===== src/rtl/ram_rr_arbiter_if.sv =====
// Client and RAM-side signals of the four-way round-robin RAM port arbiter.
// slave is the arbiter view; master is the requester/RAM environment view.
interface ram_rr_arbiter_if #(
   parameter int unsigned ADDR_W = 10,
   parameter int unsigned DATA_W = 8
);
   logic [3:0]        req;
   logic [3:0]        we;
   logic [3:0]        lock;
   logic [ADDR_W-1:0] addr_0;
   logic [ADDR_W-1:0] addr_1;
   logic [ADDR_W-1:0] addr_2;
   logic [ADDR_W-1:0] addr_3;
   logic [DATA_W-1:0] wdata_0;
   logic [DATA_W-1:0] wdata_1;
   logic [DATA_W-1:0] wdata_2;
   logic [DATA_W-1:0] wdata_3;
   logic [3:0]        gnt;
   logic [3:0]        rvalid;
   logic [DATA_W-1:0] rdata;
   logic              ram_cs;
   logic              ram_wr;
   logic [ADDR_W-1:0] ram_addr;
   logic [DATA_W-1:0] ram_din;
   logic [DATA_W-1:0] ram_dout;
   logic              busy;

   modport slave (
      input  req, we, lock, addr_0, addr_1, addr_2, addr_3,
             wdata_0, wdata_1, wdata_2, wdata_3, ram_dout,
      output gnt, rvalid, rdata, ram_cs, ram_wr, ram_addr, ram_din, busy
   );

   modport master (
      output req, we, lock, addr_0, addr_1, addr_2, addr_3,
             wdata_0, wdata_1, wdata_2, wdata_3, ram_dout,
      input  gnt, rvalid, rdata, ram_cs, ram_wr, ram_addr, ram_din, busy
   );
endinterface


===== src/rtl/ram_rr_arbiter.sv =====
// Round-robin arbiter sharing one RAM port among four requesters, with bounded
// burst lock, registered command stage and a two-stage read-tag return pipeline.
module ram_rr_arbiter #(
   parameter int unsigned ADDR_W   = 10,
   parameter int unsigned DATA_W   = 8,
   parameter int unsigned MAX_LOCK = 16
) (
   input logic              clk,
   input logic              rst,
   ram_rr_arbiter_if.slave  bus
);

   localparam logic [7:0] MaxLock = 8'(MAX_LOCK);

   typedef enum logic [0:0] {StArb, StLock} state_e;

   state_e            state_q, state_d;
   logic [1:0]        ptr_q, ptr_d;
   logic [1:0]        owner_q, owner_d;
   logic [7:0]        cnt_q, cnt_d;
   logic              cs_q, cs_d;
   logic              wr_q, wr_d;
   logic [ADDR_W-1:0] addr_q, addr_d;
   logic [DATA_W-1:0] din_q, din_d;
   logic              v1_q, v1_d, v2_q, v2_d;
   logic [1:0]        id1_q, id1_d, id2_q, id2_d;

   logic              found;
   logic [1:0]        win;
   logic [1:0]        idx;
   logic [3:0]        gnt_c;
   logic [7:0]        cnt_inc;
   logic [ADDR_W-1:0] addr_sel;
   logic [DATA_W-1:0] wdata_sel;

   always_comb begin
      found   = 1'b0;
      win     = 2'd0;
      idx     = 2'd0;
      gnt_c   = 4'b0000;
      cnt_inc = (cnt_q == MaxLock) ? cnt_q : cnt_q + 8'd1;
      state_d = state_q;
      ptr_d   = ptr_q;
      owner_d = owner_q;
      cnt_d   = cnt_q;
      unique case (state_q)
         StArb: begin
            for (int k = 0; k < 4; k++) begin
               idx = ptr_q + 2'(k);
               if (!found && bus.req[idx]) begin
                  found = 1'b1;
                  win   = idx;
               end
            end
            if (found) begin
               gnt_c[win] = 1'b1;
               ptr_d      = win + 2'd1;
               // A single-grant limit means the lock never outlives its first grant.
               if (bus.lock[win] && (MaxLock > 8'd1)) begin
                  state_d = StLock;
                  owner_d = win;
                  cnt_d   = 8'd1;
               end
            end
         end
         StLock: begin
            if (bus.req[owner_q]) begin
               found          = 1'b1;
               win            = owner_q;
               gnt_c[owner_q] = 1'b1;
               cnt_d          = cnt_inc;
               if (!bus.lock[owner_q] || (cnt_inc == MaxLock)) state_d = StArb;
            end else begin
               state_d = StArb;
            end
         end
         default: state_d = StArb;
      endcase
   end

   always_comb begin
      addr_sel  = bus.addr_0;
      wdata_sel = bus.wdata_0;
      unique case (win)
         2'd0: begin addr_sel = bus.addr_0; wdata_sel = bus.wdata_0; end
         2'd1: begin addr_sel = bus.addr_1; wdata_sel = bus.wdata_1; end
         2'd2: begin addr_sel = bus.addr_2; wdata_sel = bus.wdata_2; end
         2'd3: begin addr_sel = bus.addr_3; wdata_sel = bus.wdata_3; end
         default: ;
      endcase
      cs_d   = found;
      wr_d   = found & bus.we[win];
      addr_d = found ? addr_sel : addr_q;
      din_d  = found ? wdata_sel : din_q;
      v1_d   = found & ~bus.we[win];
      id1_d  = win;
      v2_d   = v1_q;
      id2_d  = id1_q;
   end

   always_ff @(posedge clk or posedge rst) begin
      if (rst) begin
         state_q <= StArb;
         ptr_q   <= 2'd0;
         owner_q <= 2'd0;
         cnt_q   <= 8'd0;
         cs_q    <= 1'b0;
         wr_q    <= 1'b0;
         addr_q  <= '0;
         din_q   <= '0;
         v1_q    <= 1'b0;
         v2_q    <= 1'b0;
         id1_q   <= 2'd0;
         id2_q   <= 2'd0;
      end else begin
         state_q <= state_d;
         ptr_q   <= ptr_d;
         owner_q <= owner_d;
         cnt_q   <= cnt_d;
         cs_q    <= cs_d;
         wr_q    <= wr_d;
         addr_q  <= addr_d;
         din_q   <= din_d;
         v1_q    <= v1_d;
         v2_q    <= v2_d;
         id1_q   <= id1_d;
         id2_q   <= id2_d;
      end
   end

   assign bus.gnt      = rst ? 4'b0000 : gnt_c;
   assign bus.rvalid   = v2_q ? (4'b0001 << id2_q) : 4'b0000;
   assign bus.rdata    = bus.ram_dout;
   assign bus.ram_cs   = cs_q;
   assign bus.ram_wr   = wr_q;
   assign bus.ram_addr = addr_q;
   assign bus.ram_din  = din_q;
   assign bus.busy     = (state_q == StLock);

endmodule


===== src/flat_wrapper.sv =====
// flat-port wrapper written by rule: the top's interface ports become plain ports
module ram_rr_arbiter_flat 
#(
   parameter int unsigned ADDR_W   = 10,
   parameter int unsigned DATA_W   = 8,
   parameter int unsigned MAX_LOCK = 16
)
  (clk, rst, bus_req, bus_we, bus_lock, bus_addr_0, bus_addr_1, bus_addr_2, bus_addr_3, bus_wdata_0, bus_wdata_1, bus_wdata_2, bus_wdata_3, bus_ram_dout, bus_gnt, bus_rvalid, bus_rdata, bus_ram_cs, bus_ram_wr, bus_ram_addr, bus_ram_din, bus_busy);
  ram_rr_arbiter_if #(.ADDR_W(ADDR_W), .DATA_W(DATA_W)) bus_i ();
  input logic clk;
  input logic rst;
  input wire logic [$bits(bus_i.req)-1:0] bus_req;
  input wire logic [$bits(bus_i.we)-1:0] bus_we;
  input wire logic [$bits(bus_i.lock)-1:0] bus_lock;
  input wire logic [$bits(bus_i.addr_0)-1:0] bus_addr_0;
  input wire logic [$bits(bus_i.addr_1)-1:0] bus_addr_1;
  input wire logic [$bits(bus_i.addr_2)-1:0] bus_addr_2;
  input wire logic [$bits(bus_i.addr_3)-1:0] bus_addr_3;
  input wire logic [$bits(bus_i.wdata_0)-1:0] bus_wdata_0;
  input wire logic [$bits(bus_i.wdata_1)-1:0] bus_wdata_1;
  input wire logic [$bits(bus_i.wdata_2)-1:0] bus_wdata_2;
  input wire logic [$bits(bus_i.wdata_3)-1:0] bus_wdata_3;
  input wire logic [$bits(bus_i.ram_dout)-1:0] bus_ram_dout;
  output wire logic [$bits(bus_i.gnt)-1:0] bus_gnt;
  output wire logic [$bits(bus_i.rvalid)-1:0] bus_rvalid;
  output wire logic [$bits(bus_i.rdata)-1:0] bus_rdata;
  output wire logic [$bits(bus_i.ram_cs)-1:0] bus_ram_cs;
  output wire logic [$bits(bus_i.ram_wr)-1:0] bus_ram_wr;
  output wire logic [$bits(bus_i.ram_addr)-1:0] bus_ram_addr;
  output wire logic [$bits(bus_i.ram_din)-1:0] bus_ram_din;
  output wire logic [$bits(bus_i.busy)-1:0] bus_busy;
  assign bus_i.req = bus_req;
  assign bus_i.we = bus_we;
  assign bus_i.lock = bus_lock;
  assign bus_i.addr_0 = bus_addr_0;
  assign bus_i.addr_1 = bus_addr_1;
  assign bus_i.addr_2 = bus_addr_2;
  assign bus_i.addr_3 = bus_addr_3;
  assign bus_i.wdata_0 = bus_wdata_0;
  assign bus_i.wdata_1 = bus_wdata_1;
  assign bus_i.wdata_2 = bus_wdata_2;
  assign bus_i.wdata_3 = bus_wdata_3;
  assign bus_i.ram_dout = bus_ram_dout;
  assign bus_gnt = bus_i.gnt;
  assign bus_rvalid = bus_i.rvalid;
  assign bus_rdata = bus_i.rdata;
  assign bus_ram_cs = bus_i.ram_cs;
  assign bus_ram_wr = bus_i.ram_wr;
  assign bus_ram_addr = bus_i.ram_addr;
  assign bus_ram_din = bus_i.ram_din;
  assign bus_busy = bus_i.busy;
  ram_rr_arbiter #(.ADDR_W(ADDR_W), .DATA_W(DATA_W), .MAX_LOCK(MAX_LOCK)) u_core (.clk(clk), .rst(rst), .bus(bus_i));
endmodule

===== config.mk =====
export PLATFORM = sky130hd
export DESIGN_NAME = ram_rr_arbiter_flat
export DESIGN_NICKNAME = d
export VERILOG_FILES = /design/src/rtl/ram_rr_arbiter_if.sv /design/src/rtl/ram_rr_arbiter.sv /design/src/flat_wrapper.sv
export SDC_FILE = /design/constraint.sdc
export NUM_CORES = 1
export LEC_CHECK = 0
export CAP_MARGIN = 20
export CORE_AREA = 4 4 85 87
export CTS_BUF_LIST = sky130_fd_sc_hd__clkbuf_8
export DETAILED_ROUTE_END_ITERATION = 10
export DIE_AREA = 0 0 89 91
export GPL_TIMING_DRIVEN = 0
export PLACE_DENSITY = 0.83
export SETUP_SLACK_MARGIN = 0.4
export SLEW_MARGIN = 30
export SYNTH_ARGS = -nofsm -noshare
export SYNTH_HDL_FRONTEND = slang
export SYNTH_SLANG_ARGS = --single-unit

===== constraint.sdc =====
create_clock -name clk -period 2.8 [get_ports clk]
set_input_delay 0.28 -clock clk [delete_from_list [all_inputs] [get_ports clk]]
set_output_delay 0.28 -clock clk [all_outputs]
set_load 0.02 [all_outputs]

# Word level (Yosys, flattened, before mapping)
# Index checks and enable logic that the tools add are counted.
[totals]
reg_bits = 39
n_memories = 0
out_inout_bits = 37
mem_bits_rw = 0
wordCells = 107
romBits = 0
input_bits = 94
latch_bits = 0
[classes]
n_shift = 1
div = 0
n_addsub = 5
bitwise_logic = 4
order_cmp = 9
reduce_logical = 14
n_mul = 0
n_eq_ne = 8
muxes = 54
[ops]
columns = ["cell", "n"]
rows = [
  ["10-bit one-hot mux with 4 select lines", 1],
  ["8-bit two-way mux", 4],
  ["8-bit one-hot mux with 4 select lines", 1],
  ["1-bit two-way mux", 23],
  ["2-bit by 3-bit less-than comparator with 1-bit output (second input constant)", 7],
  ["1-bit binary-select mux with 2-bit select", 8],
  ["8-bit by 5-bit equality test with 1-bit output (second input constant)", 2],
  ["4-bit two-way mux", 4],
  ["8-bit one-hot mux with 2 select lines", 1],
  ["2-bit two-way mux", 6],
  ["8-bit by 1-bit adder with 8-bit output (second input constant)", 1],
  ["4-bit one-hot mux with 2 select lines", 1],
  ["3-bit AND reduction", 2],
  ["1-bit logical AND", 5],
  ["2-bit by 1-bit adder with 2-bit output (second input constant)", 2],
  ["2-bit adder (second input constant)", 2],
  ["1-bit demux with 2-bit select", 2],
  ["2-bit equality test (second input constant)", 2],
  ["2-bit by 1-bit >= comparator with 1-bit output (second input constant)", 2],
  ["1-bit zero test", 4],
  ["2-bit by 1-bit != test with 1-bit output (second input constant)", 2],
  ["1-bit one-hot mux with 2 select lines", 2],
  ["2-bit one-hot mux with 2 select lines", 1],
  ["1-bit by 2-bit left shift with 4-bit output (first input constant)", 1],
  ["7 further kinds", 9],
]

# Logic depth before layout (Yosys ltp)
# Gate-level depths: netlist of the first run.
[logic_depth]
depth_word = 23
ltp_mapped = 9
ltp_nobuf = 8

# Worst setup path after synthesis of the first run
# No wires, ideal clock.
[synth_path]
kind = "register to register"
startpoint = "reg u_core.ptr_q[1]"
endpoint = "reg u_core.cnt_q[0]"
synth_period_minus_slack_ns = 1.915
required_time_ns = 2.672
path_buffers = 0
arrival_time_ns = 1.786
setup_ns = 0.128
slack_ns = 0.885
path_stages_with_launch = 7
path_cell_list = "dfrtp_1 -> nand2b_1 -> a21oi_2 -> nor3_4 -> mux4_2 -> a21oi_2 -> o31ai_1"
[synth_via]
elab_chain_len = 20
elab_cells_between_ends = 35
[synth_lines]
columns = ["item", "line_no", "rtl"]
rows = [
  ["from (decl)", "ram_rr_arbiter.sv:18", "logic [1:0] ptr_q, ptr_d;"],
  ["from (signal assigned)", "ram_rr_arbiter.sv:117", "ptr_q <= ptr_d;"],
  ["1-bit binary-select mux with 2-bit select", "ram_rr_arbiter.sv:50", "if (!found && bus.req[idx]) begin"],
  ["1-bit two-way mux (not written as such)", "ram_rr_arbiter.sv:50", ""],
  ["1-bit two-way mux", "ram_rr_arbiter.sv:50", ""],
  ["1-bit two-way mux", "ram_rr_arbiter.sv:46", "unique case (state_q)"],
  ["1-bit zero test", "ram_rr_arbiter.sv:50", ""],
  ["1-bit logical AND", "ram_rr_arbiter.sv:50", ""],
  ["1-bit two-way mux", "ram_rr_arbiter.sv:50", ""],
  ["1-bit two-way mux", "ram_rr_arbiter.sv:46", ""],
  ["(+4 left out)", "--", ""],
  ["1-bit zero test", "ram_rr_arbiter.sv:50", ""],
  ["1-bit logical AND", "ram_rr_arbiter.sv:50", ""],
  ["2-bit two-way mux", "ram_rr_arbiter.sv:50", ""],
  ["2-bit two-way mux", "ram_rr_arbiter.sv:46", ""],
  ["1-bit binary-select mux with 2-bit select", "ram_rr_arbiter.sv:59", "if (bus.lock[win] && (MaxLock > 8'd1)) begin"],
  ["1-bit two-way mux (not written as such)", "ram_rr_arbiter.sv:59", ""],
  ["2-bit by 1-bit != test with 1-bit output (no source line)", "--", ""],
  ["3-bit AND reduction (no source line) (*)", "--", ""],
  ["to (signal assigned)", "ram_rr_arbiter.sv:119", "cnt_q <= cnt_d;"],
  ["to (decl)", "ram_rr_arbiter.sv:20", "logic [7:0] cnt_q, cnt_d;"],
]
# Mark *: on every way between the ends. The rest lies on a longest branch, timed or not. The select of a mux whose other input is x is not followed.
# A chain may end at the register's enable or synchronous reset.

# Final worst setup path of the first run
[layout_path]
startpoint = "in bus_req[3]"
endpoint = "out bus_gnt[0]"
[layout_via]
elab_chain_len = 23
elab_cells_between_ends = 38
[layout_lines]
columns = ["item", "line_no", "rtl"]
rows = [
  ["from (decl)", "flat_wrapper.sv:12", "input wire logic [$bits(bus_i.req)-1:0] bus_req;"],
  ["1-bit binary-select mux with 2-bit select", "ram_rr_arbiter.sv:50", ""],
  ["1-bit two-way mux (not written as such)", "ram_rr_arbiter.sv:50", ""],
  ["1-bit two-way mux", "ram_rr_arbiter.sv:50", ""],
  ["1-bit two-way mux", "ram_rr_arbiter.sv:46", ""],
  ["1-bit zero test", "ram_rr_arbiter.sv:50", ""],
  ["1-bit logical AND", "ram_rr_arbiter.sv:50", ""],
  ["1-bit two-way mux", "ram_rr_arbiter.sv:50", ""],
  ["1-bit two-way mux", "ram_rr_arbiter.sv:46", ""],
  ["(+7 left out)", "--", ""],
  ["2-bit two-way mux", "ram_rr_arbiter.sv:46", ""],
  ["2-bit by 3-bit less-than comparator with 1-bit output (not written as such) / 2-bit by 1-bit >= comparator with 1-bit output (equally long branches)", "ram_rr_arbiter.sv:56", "gnt_c[win] = 1'b1;"],
  ["1-bit logical AND (not written as such)", "ram_rr_arbiter.sv:56", ""],
  ["1-bit two-way mux (not written as such)", "ram_rr_arbiter.sv:56", ""],
  ["1-bit demux with 2-bit select", "--", ""],
  ["4-bit two-way mux", "ram_rr_arbiter.sv:55", "if (found) begin"],
  ["4-bit one-hot mux with 2 select lines (*)", "ram_rr_arbiter.sv:46", ""],
  ["4-bit two-way mux (*)", "ram_rr_arbiter.sv:131", "assign bus.gnt = rst ? 4'b0000 : gnt_c;"],
  ["to (decl)", "flat_wrapper.sv:24", "output wire logic [$bits(bus_i.gnt)-1:0] bus_gnt;"],
]
# Marks and branches as above.

==> flow_summary.json, run 1 <==
{
  "status": "finished clean",
  "powerDensity_nw_per_um2": 976,
  "yosysTopAreaCell": "dfrtp_1",
  "io_buffers": 122,
  "clkPwrFrac": 0.135,
  "post-route-period-util": 0.852,
  "rows": 29,
  "cts_tree": "yes",
  "drtIter0Drc": 110,
  "critPathArrivalTime_ns": 2.11,
  "timing.rr.end": "u_core.cnt_q[5]$_DFFE_PP0P_",
  "seq_area_frac_synth": 0.355,
  "holdWs_ns": 0.353,
  "rrSetupSlack_ns": 0.59,
  "antenna_found_initial": 0,
  "grt.overflow.total": 0,
  "r2r-start": "u_core.ptr_q[1]$_DFFE_PP0P_",
  "antenna_left": 0,
  "cts_made_buffers": 5,
  "dpl_worst_slack_ns": -0.178,
  "relSlewSlack": 0.668,
  "power.static_leakage_nw": 1.78,
  "cp_max_fo": 6,
  "die-area_um2": 8100,
  "skew_ns": 0.00359,
  "clockRootBuffer": "clkbuf_8",
  "yosysTopAreaCellShare": 0.355,
  "ios": 131,
  "synthDistinctLibCells": 55,
  "grt_pass1_wl_um": 12700,
  "dpl.hpwl_um": 6270,
  "place_inst": 486,
  "syn-num-nets": 386,
  "reg2reg_depth": 7,
  "syn_area_um2": 2750,
  "insertion_delay_ns": 0.29,
  "post_drt_wl_per_cell_um": 15.9,
  "final_cell_mix": "clkdlybuf4s50_1, dfrtp_1, nor2_1",
  "setup.worst_path.class": "in2out",
  "startpoint": "bus_req[3]",
  "synth_ff_type": "dfrtp_1",
  "start_util": 0.433,
  "synthArstFlopShare": 1.00,
  "cts.sinks": 39,
  "synth-edff-count": 0,
  "drive_gt1_frac": 0.150,
  "cap_violations": 0,
  "finalNetCount": 518,
  "worst_slew_pin_slew_ns": 0.497,
  "drc_errors": 0,
  "maxSlewViolCount": 0,
  "ys_seq_elements": 39,
  "internal-power_w": 0.00239,
  "worstSetupStartpointType": "primary input",
  "grtUsageTotal": 0.198,
  "diodes": 0,
  "area_delta_synth_final_pct": 54.5,
  "setup_viol_count_final": 0,
  "endpoint": "bus_gnt[0]",
  "synthCells": 286,
  "dr.pass1.iters": 4,
  "rsz0062_at_grt": "true",
  "grt_pass1_vias": 2715,
  "cp_cell_sequence": "clkdlybuf4s50_1 > mux2_4 > or2_4 > o211a_1 > a22oi_1 > nor2_1 > clkdlybuf4s15_1",
  "crit_path_end_kind": "output pin",
  "die_w_um": 89,
  "critical-path-max-stage-delay_ns": 0.53,
  "clock_path_buffers": 2,
  "seqPwrFrac": 0.233,
  "synth_area_leaders": "dfrtp_1, mux2i_1, a211oi_1",
  "cp_slowest_cell": "clkdlybuf4s50_1",
  "layout_setup_ws_ns": 0.414,
  "clk_pin_slew_ns": 0.08,
  "ir_worst_vdd_uv": 593,
  "htree_levels": 2,
  "grt_max_degree": 26,
  "setup_tns_ns": 0,
  "wirelength_um": 7870,
  "layout_min_cycle_time_ns": 2.39,
  "crit_cells": 7,
  "placeableCoreArea_um2": 6350,
  "switching_share": 0.424,
  "clock.fmax_mhz": 419,
  "gp_congestion": 0.882,
  "cp_num_buf_inv": 2,
  "stdcell_count": 496,
  "post_drt_via_cell_ratio": 5.31,
  "yosys_warnings": 0,
  "pwr-share-comb": 0.632,
  "p_sw_w": 0.00176,
  "die_h_um": 91,
  "hp-class": "reg2reg",
  "finalHoldViolations": 0,
  "crit_required_ns": 2.52,
  "cp_top_family": "buffers and inverters",
  "final_util": 0.669,
  "vias": 2636,
  "mostFrequentLayoutCell": "clkdlybuf4s50_1",
  "syn_avg_cell_area_um2": 9.62
}
cell type report:
cell class / instances / area [um2]
timing repair buffer: 125 / 1240
sequential: 39 / 976
clock buffer: 5 / 68.8
tap: 77 / 96.3
fill: 512 / 2100
multi-input combinational: 206 / 1560
buffer: 26 / 186
inverter: 15 / 56.3
clock inverter: 3 / 67.6
state kept, by name (all words and copies together) (netlist names):
name	count
u_core.bus.ram_wr	1
u_core.id2_q	2
u_core.cnt_q	8
u_core.bus.ram_cs	1
u_core.id1_q	2
u_core.v2_q	1
u_core.ptr_q	2
u_core.bus.busy	1
u_core.bus.ram_addr	10
u_core.bus.ram_din	8
u_core.owner_q	2
u_core.v1_q	1
synthesized netlist by cell type (6+ instances only):
| cell type | count |
|---|---|
| and2_0 | 8 |
| nand3_1 | 6 |
| a211oi_2 | 10 |
| mux2i_1 | 22 |
| ha_1 | 6 |
| nor2_1 | 34 |
| a211oi_1 | 26 |
| nand2_1 | 18 |
| and2_1 | 11 |
| buf_4 | 9 |
| inv_1 | 14 |
| clkbuf_1 | 6 |
| dfrtp_1 | 39 |
timing repair:
action / 4_1_cts / 5_1_grt
hold buffers: 0 / 0
gates cloned: 0 / 0
resized for setup: 13 / 4
pin swaps: 3 / 1
endpoints found under the setup margin: 4 / 6
buffers inserted: 2 / 0
how the worst min path moves through the flow:
stage / from / end / cells after the start
5_1_grt: u_core.id1_q[0]$_DFF_PP0_ / u_core.id2_q[0]$_DFF_PP0_ / 0
3_5_place_dp: u_core.id1_q[0]$_DFF_PP0_ / u_core.id2_q[0]$_DFF_PP0_ / 0
2_1_floorplan: u_core.id1_q[0]$_DFF_PP0_ / u_core.id2_q[0]$_DFF_PP0_ / 0
4_1_cts: u_core.id1_q[0]$_DFF_PP0_ / u_core.id2_q[0]$_DFF_PP0_ / 0
3_3_place_gp: u_core.id1_q[0]$_DFF_PP0_ / u_core.id2_q[0]$_DFF_PP0_ / 0
6_report: u_core.id1_q[0]$_DFF_PP0_ / u_core.id2_q[0]$_DFF_PP0_ / 0
power by group through the flow:
stage | clock network [W] | logic, W | registers, W
floorplan | 0 | 0.00153 | 0.00115
global placement | 0 | 0.00253 | 0.000961
detailed placement | 0 | 0.00261 | 0.000972
CTS | 0.000573 | 0.00263 | 0.000965
global route | 0.000592 | 0.00285 | 0.000997
finish | 0.000562 | 0.00262 | 0.000965
logic make-up after synthesis:
kind of cell,count (synthesis),share of synthesized area
AND/OR/NAND/NOR,97,0.178
AO/OA/AOI/OAI,68,0.209
buffers and inverters,41,0.0883
flip-flops,39,0.355
multiplexers,29,0.124
XOR/XNOR,6,0.0191
adder cells (fa/ha/maj),6,0.0273
metal layers:
| layer | vias to the layer above | part of all wire | track usage | routed length, um |
|---|---|---|---|---|
| li1 | 1278 | - | - | - |
| met1 | 1245 | 0.37 | 0.228 | 2940 |
| met2 | 94 | 0.52 | 0.348 | 4120 |
| met3 | 19 | 0.079 | 0.0525 | 625 |
| met4 | 0 | 0.024 | 0.0682 | 189 |
| met5 | - | 0 | 0 | 0 |
per-stage QoR:
| stage | power [W] | cell area, um2 |
|---|---|---|
| finish | 0.00415 | 4250 |
| global route | 0.00444 | 4250 |
| CTS | 0.00417 | 4250 |
| detailed placement | 0.00358 | 4090 |
| global placement | 0.00349 | 4070 |
| floorplan | 0.00268 | 2750 |
Power figures use the tool's default switching activity.
==> run 2: changes to the inputs <==
- ABC_CLOCK_PERIOD_IN_PS: default -> 2800
==> results of run 2 <==
No change in the layout: final DEF, timing and power equal those of run 1.
==> run 3: changes to the inputs <==
- REMOVE_ABC_BUFFERS: default -> 1
- TNS_END_PERCENT: default -> 100
==> run 3 against run 2 <==
- final cell count fell by 5.8%
- maximum frequency up 4.5%
- via count decreased by 3.8%
- non-clock buffer count down 30
- largest power group unchanged
==> flow_summary.json, run 3 (synthesized netlist as in run 1, its figures left out) <==
{
  "vias": 2537,
  "critPathArrivalTime_ns": 2.00,
  "wl_met2_um": 3970,
  "ios": 131,
  "cp_slowest_cell": "dfrtp_2",
  "cp_max_fo": 5,
  "layout_min_cycle_time_ns": 2.28,
  "diodes": 0,
  "status": "finished clean",
  "crit_cells": 8,
  "clock_path_buffers": 2,
  "dr_wl_met3_um": 708,
  "highest_layer": "met4",
  "dr.pass1.iters": 4,
  "cts_hold_buffers": 0,
  "total_power_w": 0.00392,
  "layout_setup_ws_ns": 0.516,
  "powerDensity_nw_per_um2": 969,
  "die_h_um": 91,
  "die_w_um": 89,
  "worst_slew_pin_slew_ns": 0.561,
  "rsz0062_at_grt": "false",
  "antenna_found_initial": 0,
  "antenna_left": 0,
  "worstSetupStartpointType": "flop",
  "drive_gt1_frac": 0.149,
  "dpl.hpwl_um": 5590,
  "finalHoldViolations": 0,
  "drc_errors": 0,
  "setup_viol_count_final": 0,
  "cp_num_buf_inv": 2,
  "die-area_um2": 8100,
  "r2r-start": "u_core.owner_q[0]$_DFFE_PP0P_",
  "cts_tree": "yes",
  "post_drt_wl_per_cell_um": 16.5,
  "clk_pin_slew_ns": 0.08,
  "cts.sinks": 39,
  "finalNetCount": 489,
  "multi_input_area_um2": 1600,
  "dpl_worst_slack_ns": -0.616,
  "cp_top_family": "flip-flops",
  "ir_worst_vdd_uv": 462,
  "gp_congestion": 0.867,
  "htree_levels": 2,
  "cap_violations": 0,
  "mostFrequentLayoutCell": "clkdlybuf4s50_1",
  "hp-class": "reg2reg",
  "timing.rr.end": "u_core.bus.ram_addr[5]$_DFFE_PP0P_",
  "start_util": 0.433,
  "maxSlewViolCount": 0,
  "area_delta_synth_final_pct": 47.0,
  "clockRootBuffer": "clkbuf_8",
  "wirelength_um": 7710,
  "grt.overflow.total": 0,
  "post_drt_via_cell_ratio": 5.43,
  "critical-path-max-stage-delay_ns": 0.44,
  "drtIter0Drc": 154,
  "setup.worst_path.class": "reg2out",
  "grt_max_degree": 39,
  "rows": 29,
  "clock.fmax_mhz": 438,
  "largest_register_ffs": 10,
  "endpoint": "bus_gnt[1]",
  "skew_ns": 0.00480,
  "startpoint": "u_core.ptr_q[1]$_DFFE_PP0P_",
  "rrSetupSlack_ns": 0.60,
  "final_cell_mix": "clkdlybuf4s50_1, dfrtp_1, nor2_1",
  "insertion_delay_ns": 0.29,
  "reg2reg_depth": 5,
  "num-fill-cells": 506,
  "io_buffers": 114,
  "cts_made_buffers": 5,
  "regArea_um2": 978,
  "grt_pass1_wl_um": 12800,
  "post-route-period-util": 0.816,
  "placeableCoreArea_um2": 6350,
  "holdWs_ns": 0.353,
  "power.static_leakage_nw": 1.68,
  "routedLengthMet1_um": 2880,
  "crit_path_end_kind": "output pin",
  "crit_required_ns": 2.52,
  "relSlewSlack": 0.626,
  "grt_pass1_vias": 2685,
  "grtUsageTotal": 0.198,
  "cp_cell_sequence": "nand2b_1 > a21oi_2 > nor3_4 > buf_4 > ha_1 > a2bb2oi_1 > nor2_1 > clkdlybuf4s15_1"
}
-- run 3: cell count changes in the layout (fill, tap and decap cells not counted), sizes merged, moves of 2 or more --
cell,change
clkinv,+2
clkbuf,-7
buf,-14
clkdlybuf4s50,-9
-- run 3: routing by layer --
layer	track usage	vias up
li1	-	1220
met1	0.231	1192
met2	0.334	112
met3	0.0751	13
met4	0.0596	0
met5	0	-
-- run 3: repair_timing --
item                                    4_1_cts  5_1_grt
endpoints found under the setup margin       25       15
pin swaps                                     3        2
endpoints found under the hold margin         0        0
gates resized for setup                      19       14
setup buffers                                 4        2
gates cloned                                  1        0
-- run 3: where the power goes --
| part | switching (W) | internal (W) | total (W) |
|---|---|---|---|
| clock | 0.000204 | 0.000265 | 0.000470 |
| combinational | 0.00130 | 0.00110 | 0.00240 |
| sequential | 0.000227 | 0.000823 | 0.00105 |
-- run 3: cell type report --
cell class                 instances  area share
multi-input combinational        207       0.396
timing repair buffer             121       0.296
sequential                        39       0.242
tap                               77      0.0238
clock buffer                       5      0.0170
inverter                          15      0.0145
clock inverter                     3      0.0108
-- run 3: stage by stage --
step | cells | utilization | setup TNS, ns | cell area, um2
after floorplan | 260 | - | 0 | 2560
after global placement | 451 | 0.599 | -14.59 | 3800
after detailed placement | 452 | 0.604 | -11.88 | 3840
after CTS | 465 | 0.632 | 0 | 4020
after global routing | 467 | 0.637 | 0 | 4040
final | 467 | 0.637 | 0 | 4040
-- run 3: how the worst min path moves through the flow --
stage / startpoint / endpoint / slack [ns] / cells after the start
2_1_floorplan: u_core.id1_q[0]$_DFF_PP0_ / u_core.id2_q[0]$_DFF_PP0_ / 0.33 / 0
3_3_place_gp: u_core.v1_q$_DFF_PP0_ / u_core.v2_q$_DFF_PP0_ / 0.33 / 0
3_5_place_dp: u_core.id1_q[0]$_DFF_PP0_ / u_core.id2_q[0]$_DFF_PP0_ / 0.34 / 0
4_1_cts: u_core.id1_q[0]$_DFF_PP0_ / u_core.id2_q[0]$_DFF_PP0_ / 0.36 / 0
5_1_grt: u_core.id1_q[0]$_DFF_PP0_ / u_core.id2_q[0]$_DFF_PP0_ / 0.36 / 0
6_report: u_core.id1_q[0]$_DFF_PP0_ / u_core.id2_q[0]$_DFF_PP0_ / 0.35 / 0
